**src/rtl/md_issue_ctrl_pkg.sv**
```systemverilog
// Shared MUDIV definitions: opcode/funct encodings and default latencies.
package md_defs;

   localparam int unsigned INSTR_W = 32;
   localparam int unsigned CNT_W   = 4;

   localparam int unsigned DEF_MULT_LAT = 5;
   localparam int unsigned DEF_DIV_LAT  = 10;

   localparam logic [5:0] OP_SPECIAL  = 6'h00;
   localparam logic [5:0] OP_SPECIAL2 = 6'h1c;

   localparam logic [5:0] F_MFHI  = 6'h10;
   localparam logic [5:0] F_MTHI  = 6'h11;
   localparam logic [5:0] F_MFLO  = 6'h12;
   localparam logic [5:0] F_MTLO  = 6'h13;
   localparam logic [5:0] F_MULT  = 6'h18;
   localparam logic [5:0] F_MULTU = 6'h19;
   localparam logic [5:0] F_DIV   = 6'h1a;
   localparam logic [5:0] F_DIVU  = 6'h1b;
   localparam logic [5:0] F_MADD  = 6'h00;
   localparam logic [5:0] F_MADDU = 6'h01;

endpackage

```
**src/rtl/md_issue_ctrl_if.sv**
```systemverilog
// D->E issue bus between decode/hazard logic (master) and the MUDIV issue controller (slave).
interface md_issue_ctrl_if;
   import md_defs::*;

   logic [INSTR_W-1:0] instrD;
   logic               otherStall;
   logic [INSTR_W-1:0] instrE;
   logic               start;
   logic               busy;
   logic               mdStall;

   modport master (
      output instrD, otherStall,
      input  instrE, start, busy, mdStall
   );

   modport slave (
      input  instrD, otherStall,
      output instrE, start, busy, mdStall
   );
endinterface

```
**src/rtl/md_issue_ctrl_class_dec.sv**
```systemverilog
// Instruction class decoder for the MUDIV path: MD (starts MUDIV), HL (touches HI/LO), Div.
// madd/maddu join the MD class only when MD_MADD_EN is defined.
module md_class_dec
   import md_defs::*;
(
   input  logic [INSTR_W-1:0] i_instr,
   output logic               o_is_md,
   output logic               o_is_hl,
   output logic               o_is_div
);

   logic [5:0] w_op;
   logic [5:0] w_funct;
   logic       w_unused_fields;

   assign w_op            = i_instr[31:26];
   assign w_funct         = i_instr[5:0];
   assign w_unused_fields = ^i_instr[25:6];

   always_comb begin
      o_is_md  = 1'b0;
      o_is_hl  = 1'b0;
      o_is_div = 1'b0;
      if (w_op == OP_SPECIAL) begin
         case (w_funct)
            F_MULT, F_MULTU: o_is_md = 1'b1;
            F_DIV, F_DIVU: begin
               o_is_md  = 1'b1;
               o_is_div = 1'b1;
            end
            F_MFHI, F_MTHI, F_MFLO, F_MTLO: o_is_hl = 1'b1;
            default: ;
         endcase
      end
`ifdef MD_MADD_EN
      if ((w_op == OP_SPECIAL2) && ((w_funct == F_MADD) || (w_funct == F_MADDU)))
         o_is_md = 1'b1;
`endif
      // every MD instruction also writes HI/LO
      if (o_is_md)
         o_is_hl = 1'b1;
   end

endmodule

```
**src/rtl/md_issue_ctrl.sv**
```systemverilog
// D->E issue register for MUDIV: one-cycle start pulse, occupancy counter and HI/LO stall.
// Optional madd/maddu support is enabled with MD_MADD_EN (handled in md_class_dec).
module md_issue_ctrl
   import md_defs::*;
#(
   parameter int unsigned MULT_LAT = DEF_MULT_LAT,
   parameter int unsigned DIV_LAT  = DEF_DIV_LAT
) (
   input  logic           clk,
   input  logic           reset,
   md_issue_ctrl_if.slave bus
);

   logic [INSTR_W-1:0] r_instr_e;
   logic               r_start;
   logic [CNT_W-1:0]   r_cnt;

   logic               w_is_md;
   logic               w_is_hl;
   logic               w_is_div;
   logic               w_busy;
   logic               w_md_stall;
   logic               w_stall;
   logic               w_issue_md;
   logic [CNT_W-1:0]   w_cnt_nxt;

   md_class_dec u_dec (
      .i_instr  (bus.instrD),
      .o_is_md  (w_is_md),
      .o_is_hl  (w_is_hl),
      .o_is_div (w_is_div)
   );

   assign w_busy     = (r_cnt != '0);
   assign w_md_stall = w_is_hl & w_busy;
   assign w_stall    = w_md_stall | bus.otherStall;
   assign w_issue_md = ~w_stall & w_is_md;

   // Load the latency on issue (start cycle included), otherwise drain to zero
   always_comb begin
      w_cnt_nxt = r_cnt;
      if (w_issue_md)
         w_cnt_nxt = w_is_div ? CNT_W'(DIV_LAT) : CNT_W'(MULT_LAT);
      else if (w_busy)
         w_cnt_nxt = r_cnt - CNT_W'(1);
   end

   always_ff @(posedge clk) begin
      if (reset) begin
         r_instr_e <= '0;
         r_start   <= 1'b0;
         r_cnt     <= '0;
      end else begin
         r_instr_e <= w_stall ? '0 : bus.instrD;
         r_start   <= w_issue_md;
         r_cnt     <= w_cnt_nxt;
      end
   end

   assign bus.instrE  = r_instr_e;
   assign bus.start   = r_start;
   assign bus.busy    = w_busy;
   assign bus.mdStall = w_md_stall;

endmodule
```
**src/flat_wrapper.sv**
```systemverilog
// flat-port wrapper written by rule: the top's interface ports become plain ports
module md_issue_ctrl_flat import md_defs::*;
#(
   parameter int unsigned MULT_LAT = DEF_MULT_LAT,
   parameter int unsigned DIV_LAT  = DEF_DIV_LAT
)
  (clk, reset, bus_instrD, bus_otherStall, bus_instrE, bus_start, bus_busy, bus_mdStall);
  md_issue_ctrl_if bus_i ();
  input  logic clk;
  input  logic reset;
  input wire logic [$bits(bus_i.instrD)-1:0] bus_instrD;
  input wire logic [$bits(bus_i.otherStall)-1:0] bus_otherStall;
  output wire logic [$bits(bus_i.instrE)-1:0] bus_instrE;
  output wire logic [$bits(bus_i.start)-1:0] bus_start;
  output wire logic [$bits(bus_i.busy)-1:0] bus_busy;
  output wire logic [$bits(bus_i.mdStall)-1:0] bus_mdStall;
  assign bus_i.instrD = bus_instrD;
  assign bus_i.otherStall = bus_otherStall;
  assign bus_instrE = bus_i.instrE;
  assign bus_start = bus_i.start;
  assign bus_busy = bus_i.busy;
  assign bus_mdStall = bus_i.mdStall;
  md_issue_ctrl #(.MULT_LAT(MULT_LAT), .DIV_LAT(DIV_LAT)) u_core (.clk(clk), .reset(reset), .bus(bus_i));
endmodule
```
**config.mk**
```make
export PLATFORM = sky130hd
export DESIGN_NAME = md_issue_ctrl_flat
export DESIGN_NICKNAME = d
export VERILOG_FILES = /design/src/rtl/md_issue_ctrl_pkg.sv /design/src/rtl/md_issue_ctrl_if.sv /design/src/rtl/md_issue_ctrl_class_dec.sv /design/src/rtl/md_issue_ctrl.sv /design/src/flat_wrapper.sv
export SDC_FILE = /design/constraint.sdc
export NUM_CORES = 1
export LEC_CHECK = 0
export ABC_CLOCK_PERIOD_IN_PS = 2100
export CORE_MARGIN = 10
export CORE_UTILIZATION = 37
export CTS_CLUSTER_DIAMETER = 60
export DETAILED_ROUTE_END_ITERATION = 8
export GPL_ROUTABILITY_DRIVEN = 0
export PLACE_DENSITY = 0.79
export SLEW_MARGIN = 20
export SYNTH_ARGS = -nofsm -noshare
export SYNTH_HDL_FRONTEND = slang
export SYNTH_SLANG_ARGS = --single-unit
```
**constraint.sdc**
```tcl
create_clock -name clk -period 2.1 [get_ports clk]
set_clock_uncertainty 0.05 [all_clocks]
set_input_delay 0.21 -clock clk [delete_from_list [all_inputs] [get_ports clk]]
set_output_delay 0.21 -clock clk [all_outputs]
set_load 0.02 [all_outputs]
```
## Yosys cells after proc, flatten, opt, wreduce, memory -nomap -nowiden

Index checks and enable logic that the tools add are counted.

| storage, ports and cells | value |
|---|---|
| register bits | 37 |
| input port bits | 35 |
| output and inout port bits | 35 |
| logic and storage cells | 33 |

| cells by class | value |
|---|---|
| add/subtract/negate cells | 1 |
| equality and inequality tests | 8 |
| muxes and demuxes | 10 |
| bitwise gates (word level) | 4 |
| reduce and logical (&&, ||, !) cells | 7 |

Operator list:

| cell | count |
|---|---|
| == test 6 x 5 -> 1 bit (second input constant) | 8 |
| 2-to-1 mux 4 bit | 3 |
| OR reduction 4 bit | 2 |
| 2-to-1 mux 1 bit | 7 |
| zero test 6 bit | 1 |
| nonzero test 4 bit | 1 |
| OR reduction 2 bit | 2 |
| subtractor 4 x 1 -> 4 bit (second input constant) | 1 |
| bitwise AND 1 bit | 2 |
| nonzero test 2 bit | 1 |
| inverter 1 bit | 1 |
| bitwise OR 1 bit | 1 |

## Depth between registers and ports, before layout

Gate-level depths: netlist (run 1).

| depth | value |
|---|---|
| depth after elaboration | 10 |
| mapped depth | 7 |
| depth with buffers taken out | 7 |

## Hierarchy

From an unflattened synthesis (run 1), not the netlist that was laid out.

| second synthesis, totals | value |
|---|---|
| cell total of the unflattened synthesis | 109 |
| area, all modules | 1,262.5 um^2 |

Modules (own cells, without submodules):

| module | instances | cells each | area an instance (um^2) | seq. area each (um^2) |
|---|---|---|---|---|
| md_issue_ctrl | 1 | 101 | 1,193.6 | 740.7 |
| md_class_dec | 1 | 8 | 68.8 | 0.0 |

## Least setup slack after synthesis (run 1)

OpenSTA, ideal clock, no wires.

| timing | value |
|---|---|
| path kind | register -> register |
| start point | reg u_core.r_cnt[0] |
| end point | reg u_core.r_instr_e[15], in the netlist u_core.bus.instrE[15] |
| arrival | 1.507 ns |
| required time | 1.993 ns |
| setup slack | 0.485 ns |
| cell stages (with the launch flop) | 8 |
| buffers on the path | 1 |
| clock period less this slack | 1.615 ns |
| cell sequence | dfxtp_1 inv_1 ha_1 nor3b_4 inv_2 a211oi_4 buf_6 and2_2 |

| between the ends | value |
|---|---|
| cells in the longest elaborated chain, start to end | 4 |

Ends and longest elaborated chain:

| item | RTL line | RTL |
|---|---|---|
| start, declared | md_issue_ctrl.sv:16 | `logic [CNT_W-1:0] r_cnt;` |
| start signal, assigned | md_issue_ctrl.sv:56 | `r_cnt <= w_cnt_nxt;` |
| nonzero test 4 bit | md_issue_ctrl.sv:34 | `assign w_busy = (r_cnt != '0);` |
| named net bus_busy | flat_wrapper.sv:15 | `output wire logic [$bits(bus_i.busy)-1:0] bus_busy;` |
| bitwise AND 1 bit | md_issue_ctrl.sv:35 | `assign w_md_stall = w_is_hl & w_busy;` |
| bitwise OR 1 bit | md_issue_ctrl.sv:36 | `assign w_stall = w_md_stall \| bus.otherStall;` |
| OR reduction 2 bit (no line) | n/a |  |
| end signal, assigned | md_issue_ctrl.sv:54 | `r_instr_e <= w_stall ? '0 : bus.instrD;` |
| end, declared | md_issue_ctrl.sv:14 | `logic [INSTR_W-1:0] r_instr_e;` |

The timed path passes the listed nets, and every way through them passes these cells.
A chain may end at the register's enable or synchronous reset.

## Worst setup path after layout (run 1)

| timing | value |
|---|---|
| start point | reg u_core.r_cnt[0] |
| end point | out bus_busy |

| between the ends | value |
|---|---|
| cells in the longest elaborated chain, start to end | 1 |

Ends and longest elaborated chain:

| item | RTL line |
|---|---|
| nonzero test 4 bit | md_issue_ctrl.sv:34 |
| end, declared | flat_wrapper.sv:15 |

No other way between the ends.

==> results of run 1 <==
[cell type report]
class                   count  area share (%)
flip-flops and latches     37           36.32
repair buffers             74           35.40
multi-input cells          62           22.52
well taps                  44           2.699
clock buffers               6           2.025
inverters                   3          0.5521
clock inverters             2          0.4908
[through the flow]
stage / utilization, % / instances / setup TNS (ps) / hold WS, ps
final: 65.73 / 228 / 0 / 381.9
after global routing: 65.73 / 228 / 0 / 358.9
after CTS: 65.60 / 228 / 0 / 374.6
after detailed placement: 63.63 / 219 / -10090 / 470.6
after floorplan: - / 104 / 0 / 229.1
after global placement: 63.63 / 219 / -8027 / 455.3
[kinds of logic (layout without fill, tap and decap cells)]
group / Yosys count / count (layout)
and+or+nand+nor: 52 / 52
DFF: 37 / 37
AOI/OAI and AO/OA: 6 / 7
buffers and inverters: 6 / 85
adders and majority gates: 2 / 2
xor gates and xnor gates: 1 / 1
[report_power, final]
part | internal [mW] | switching (mW)
Sequential | 0.762 | 0.0394
Combinational | 0.270 | 0.267
Clock | 0.127 | 0.219
[registers in the layout, indices dropped and copies added, names as in the netlist]
name               count
u_core.bus.instrE     32
u_core.bus.start       1
u_core.r_cnt           4
[cell usage after synthesis, drive strengths merged]
| cell | count | share of area, % |
|---|---|---|
| dfxtp | 37 | 60 |
| and2 | 33 | 19 |
| a21oi | 4 | 1.6 |
| buf | 3 | 2.8 |
| inv | 3 | 0.92 |
| nand2 | 3 | 0.92 |
| nand3 | 3 | 1.2 |
| and3 | 2 | 1.2 |
| ha | 2 | 2.0 |
| nor3 | 2 | 0.82 |
| nor3b | 2 | 2.1 |
| nor4b | 2 | 1.4 |
| a211oi | 1 | 1.6 |
| a31oi | 1 | 0.51 |
| nand4 | 1 | 0.51 |
| nor2 | 1 | 0.31 |
| or2 | 1 | 0.51 |
| or2b | 1 | 0.61 |
| or3 | 1 | 0.51 |
| xor2 | 1 | 0.72 |
[worst max-delay path: stages, from the launching register on]
cell           delay, ps
dfxtp_1              360
inv_1                 80
ha_1                 210
nor3b_4              160
inv_2                160
dlygate4sd2_1        370
[how the worst min path moves through the flow]
stage | from | end | slack [ps]
2_1_floorplan | reset | u_core.r_cnt[0]$_SDFFE_PP0P_ | 230
3_3_place_gp | u_core.r_cnt[1]$_SDFFE_PP0P_ | u_core.r_cnt[1]$_SDFFE_PP0P_ | 460
3_5_place_dp | u_core.r_cnt[1]$_SDFFE_PP0P_ | u_core.r_cnt[1]$_SDFFE_PP0P_ | 470
4_1_cts | bus_instrD[6] | u_core.bus.instrE[6]$_SDFF_PP0_ | 370
5_1_grt | bus_instrD[11] | u_core.bus.instrE[11]$_SDFF_PP0_ | 360
6_report | bus_instrD[6] | u_core.bus.instrE[6]$_SDFF_PP0_ | 380
[per-layer routing]
| metal | track usage (%) | part of all wire (%) |
|---|---|---|
| met4 | 2.737 | 0.46 |
| met2 | 17.98 | 45 |
| met5 | 0 | 0 |
| met1 | 13.63 | 46 |
| met3 | 6.221 | 7.6 |
[repair_timing]
action	4_1_cts	5_1_grt
gates cloned	1	0
endpoints found under the setup margin	8	17
pin swaps	1	0
buffers inserted	0	0
endpoints found under the hold margin	0	0
gates resized for setup	2	3
[placed cells by master (no fill, tap or decap), types with 3 or more instances in the layout]
| cell | synthesis | final |
|---|---|---|
| and2_2 | 22 | 22 |
| nand3_1 | 3 | 3 |
| clkbuf_4 | 0 | 5 |
| and2_1 | 11 | 11 |
| a21oi_1 | 4 | 4 |
| dfxtp_1 | 37 | 37 |
| nand2_1 | 3 | 3 |
| buf_4 | 0 | 5 |
| clkdlybuf4s50_1 | 0 | 67 |
==> results.md, run 1 <==
* Hold Fails Final Rpt at 0
* DRC Markers at 0
* Initial DRC Count at 35
* Routed Antenna Nets at 0
* Pleak at around 0.82 nW
* Multiplexer share of the synthesized area at 0%
* Worst-Margin Slew at 567.7 ps
* FF+latch area at between 700 and 800 µm²
* Mapped cell area at about 1200 µm²
* Max H-tree Level at 2
* Max-cap violations at 0
* Post-Syn Nets at between 100 and 150
* Post-route setup slack at 171.8 ps
* Die Wd at ~78 µm
* FP Rows at 20
* Bufs on Longest Clock Path at 2
* HPWL after DPL at about 2800 µm
* Final nets at 220
* Crit path time final at 1928 ps
* CP required at between 1500 and 2000 ps
* Worst-Skew Late Latency at roughly 330 ps
* # fillers at around 260
* First-pass GRT wire length at roughly 5500 µm
* Clock root buffer: clkbuf_4
* Clock Sinks at 37
* Largest net degree at the start of global routing at 18
* Via/cell ratio at between 4 and 5
* Origin of the critical flop-to-flop path: u_core.r_cnt[0]$_SDFFE_PP0P_
* DP Area at 1974 µm²
* Post-synthesis xor/xnor area fraction at 0.7150%
* Initial antenna violation count at 0
* Power consumption at about 1.7 mW
* Final Setup Violations at 0
* Routed wire length at between 3000 and 4000 µm
* Max Freq at between 500 and 600 MHz
* Reg2Reg Depth at 6
* Setup CP Type: reg2out
* GRT overflow at 0
* Seq cells post-synth at 37
* CORE AREA at 3103 µm²
* DRT Pass-1 Iters at 3
* CTS tree: yes
* PD cells at slightly above 800 nW/µm²
* Worst VDD drop at ~0.00074 V
* Max Slew Vio Count at 0
* Post-CTS Hold Fix Bufs at 0
* R2r endpoint: u_core.bus.start$_SDFF_PP0_
* Number of synthesis warnings at 0
* CP endpoint: bus_busy
* Total GRT Usage at between 10% and 20%
* CTS Buf Count at 5
* Ant. Diodes at 0
* Critical Path AT at between 1500 and 2000 ps
* Final instance area at 2039 µm²
* Crit-path max FO at 8
* CP startpoint: u_core.r_cnt[0]$_SDFFE_PP0P_
* Routed via count at about 1000
* Largest family of logic cells by synthesized area: simple AND/OR/NAND/NOR gates
* Pre-CTS WS at -337.4 ps
* IO buf count at 69
* Adder-cell share of the synthesized area at between 2 and 2.5%
* Layout cell share with drive strength beyond 1 at ~23%
* Register area share after synthesis at between 60% and 70%
* Slew headroom at 62.03%
* I/O pins at 70
* Die footprint at 6012 µm²
* Synthesis-to-finish area growth at 66.50%
* Routed length per instance at 15.25 µm
* Clock transition at path regs at around 100 ps
* Hold Crit Class: in2reg
* Syn_area_per_cell at 11.78 µm²
* Die Y at about 78 µm
* Number of global-route vias before repair at just over 1000
* Unrepaired setup endpoints after global routing: no
* Status: completed
* Hold Path Cell Cnt at 2
* Slack of the worst reg-to-reg path at ~250 ps
* Final period util at 91.82%
* Compound-Gate Fraction of Synth Area at between 3 and 4%
* CP startpoint kind: flip-flop
* CP endpoint kind: output pin
* Count of different cell masters after synthesis at 23
* Initial Util at about 40%
* Multi-input logic area at about 460 µm²
* Synth Area in Simple Gates at 29.32%
* Synth Instances at 104
(Power assumes the default switching activity.)
==> run 2, diff against run 1 <==
CORE_UTILIZATION = 35   (was 37)
CTS_CLUSTER_DIAMETER = default   (was 60)
PLACE_DENSITY = 0.76   (was 0.79)
==> results.md, run 2 (synthesis results as in run 1) <==
* Setup TNS at 0 ps (unchanged)
* Number of global-route vias before repair at 1021 (-0.58%)
* Die footprint at 6266 µm² (+4.2%)
* Layout cell share with drive strength beyond 1 at 22.95% (+0.12 points)
* Max Freq at 492.2 MHz (-5.1%)
* Hold Crit Class: in2reg
* # fillers at 296 (+13%)
* Origin of the critical flop-to-flop path: u_core.r_cnt[0]$_SDFFE_PP0P_
* Unrepaired setup endpoints after global routing: no
* Initial DRC Count at 32 (-8.6%)
* CORE AREA at 3363 µm² (+8.4%)
* Clock Sinks at 37 (unchanged)
* Via/cell ratio at 4.319 (-1.4%)
* Routed length per instance at 15.28 µm (+0.19%)
* Die Wd at 79.16 µm (+2.1%)
* Post-CTS Hold Fix Bufs at 0 (unchanged)
* Pleak at 0.8161 nW (-0.11%)
* Reg2Reg Depth at 6 (unchanged)
* Slew headroom at 61.72% (-0.31 points)
* Die Y at 79.16 µm (+2.1%)
* Ant. Diodes at 0 (unchanged)
* Post-CTS Setup Bufs at 0 (unchanged)
* Largest register FFs at 32 (unchanged)
* IO buf count at 69 (unchanged)
* Clock root buffer: clkbuf_4
* CP startpoint kind: primary input
* Max-cap violations at 0 (unchanged)
* Synthesis-to-finish area growth at 67.93%
* Hold Fails Final Rpt at 0 (unchanged)
* DRT Pass-1 Iters at 4 (+1)
* Critical Path AT at 1770 ps (+100 ps)
* Worst-Skew Late Latency at 330 ps (about the same)
* Commonest non-fill, non-tap cells in the layout: 67 x clkdlybuf4s50_1, 37 x dfxtp_1, 22 x and2_2, 11 x and2_1, 6 x buf_4
* CP startpoint: bus_instrD[2]
* Max H-tree Level at 2 (unchanged)
* Routed wire length at 3499 µm (+0.63%)
* CP endpoint kind: output pin
* Crit path time final at 2032 ps (+103.6 ps)
* Initial Util at 36.42% (-3.1 points)
* Max Slew Vio Count at 0 (unchanged)
* Most common cell after layout, fill and taps aside: clkdlybuf4s50_1
* Pre-CTS WS at -268.3 ps (+69.16 ps)
* Fin cells at 229 (+0.44%)
* FP Rows at 21 (+5.0%)
* Worst VDD drop at 0.0005466 V (-26%)
* CTS Buf Count at 5 (unchanged)
* Slack of the worst reg-to-reg path at 240 ps (about the same)
* PD cells at 828.7 nW/µm² (+0.33%)
* Crit-path max FO at 4 (-4)
* DRC Markers at 0 (unchanged)
* Worst-Margin Slew at 572.3 ps (+4.568 ps)
* Bufs on Longest Clock Path at 2 (unchanged)
* I/O pins at 70 (unchanged)
* CP endpoint: bus_mdStall
* Initial antenna violation count at 0 (unchanged)
* HPWL after DPL at 2744 µm (-0.31%)
* Routed Antenna Nets at 0 (unchanged)
* Setup CP Type: in2out
* Final period util at 96.75% (+4.9 points)
* Fin Hold WS at 388.3 ps (+6.442 ps)
* Clock transition at path regs at 100 ps (about the same)
* Status: completed
* Post-route setup slack at 68.18 ps (-103.6 ps)
* Final Setup Violations at 0 (unchanged)
* GRT overflow at 0 (unchanged)
* Placed instance count at 222 (+1.4%)
* Power consumption at 1.705 mW (+1.2%)
* Total GRT Usage at 10.98% (-0.56 points)
* CP required at 1840 ps (about the same)
* R2r endpoint: u_core.bus.start$_SDFF_PP0_
* CTS tree: yes
* Routed via count at 989 (-1.0%)
* Final nets at 221 (+0.45%)
* First-pass GRT wire length at 5347 µm (-2.4%)
* Largest net degree at the start of global routing at 18 (unchanged)
## run 2: changes by cell type in the layout (fill, tap and decap cells not counted)
cell and change:
clkbuf_2 -1, clkdlybuf4s15_1 +2, dlygate4sd2_1 -1, clkinv_2 -1
clkbuf_1 -1, nor4b_1 -1, nor4b_2 +1, and3_4 +1
and3_2 -1, buf_4 +1
## run 2: where the power goes
group | leakage [nW] | switching (mW) | total [mW] | internal [mW]
sequential | 0.304 | 0.0419 | 0.804 | 0.762
combinational | 0.485 | 0.282 | 0.577 | 0.295
clock | 0.0269 | 0.208 | 0.324 | 0.116
## run 2: worst min-delay path by stage
stage                                  from                                to  slack [ps]  cells past startpoint
3_5_place_dp   u_core.r_cnt[1]$_SDFFE_PP0P_      u_core.r_cnt[1]$_SDFFE_PP0P_         460                      2
2_1_floorplan                         reset      u_core.r_cnt[0]$_SDFFE_PP0P_         230                      1
5_1_grt                      bus_instrD[13]  u_core.bus.instrE[13]$_SDFF_PP0_         380                      2
3_3_place_gp   u_core.r_cnt[1]$_SDFFE_PP0P_      u_core.r_cnt[1]$_SDFFE_PP0P_         450                      2
4_1_cts                      bus_instrD[10]  u_core.bus.instrE[10]$_SDFF_PP0_         380                      2
6_report                     bus_instrD[13]  u_core.bus.instrE[13]$_SDFF_PP0_         390                      2
## run 2: critical path: stages
cell	delay (ps)
clkdlybuf4s50_1	430
nor4b_2	370
and3_4	310
and2_2	150
clkdlybuf4s15_1	300
## run 2: timing repair
item,4_1_cts,5_1_grt
cloned,1,0
pin swaps,1,0
setup endpoints to repair,13,15
hold endpoints to repair,0,0
resized for setup,3,4
## run 2: layer usage
| layer | global-route usage, % | up-vias | part of all wire [%] |
|---|---|---|---|
| li1 | - | 493 | - |
| met1 | 11.80 | 444 | 42 |
| met2 | 18.03 | 48 | 49 |
| met3 | 6.306 | 4 | 8.9 |
| met4 | 3.047 | 0 | 0.71 |
| met5 | 0 | - | 0 |
## run 2: area by class of cell
class | instances | area, µm² | share of cell area [%]
multi-input cells | 62 | 469.2 | 22.81
clock buffers | 5 | 37.54 | 1.825
flip-flops and latches | 37 | 740.7 | 36.01
clock inverters | 1 | 5.005 | 0.2433
repair buffers | 75 | 735.7 | 35.77
well taps | 46 | 57.56 | 2.798
inverters | 3 | 11.26 | 0.5474
## run 2: through the flow
stage	instance area [µm²]	utilization (%)
floorplan	1225	-
global placement	1984	59.00
detailed placement	1984	59.00
CTS	2043	60.75
global route	2057	61.16
finish	2057	61.16
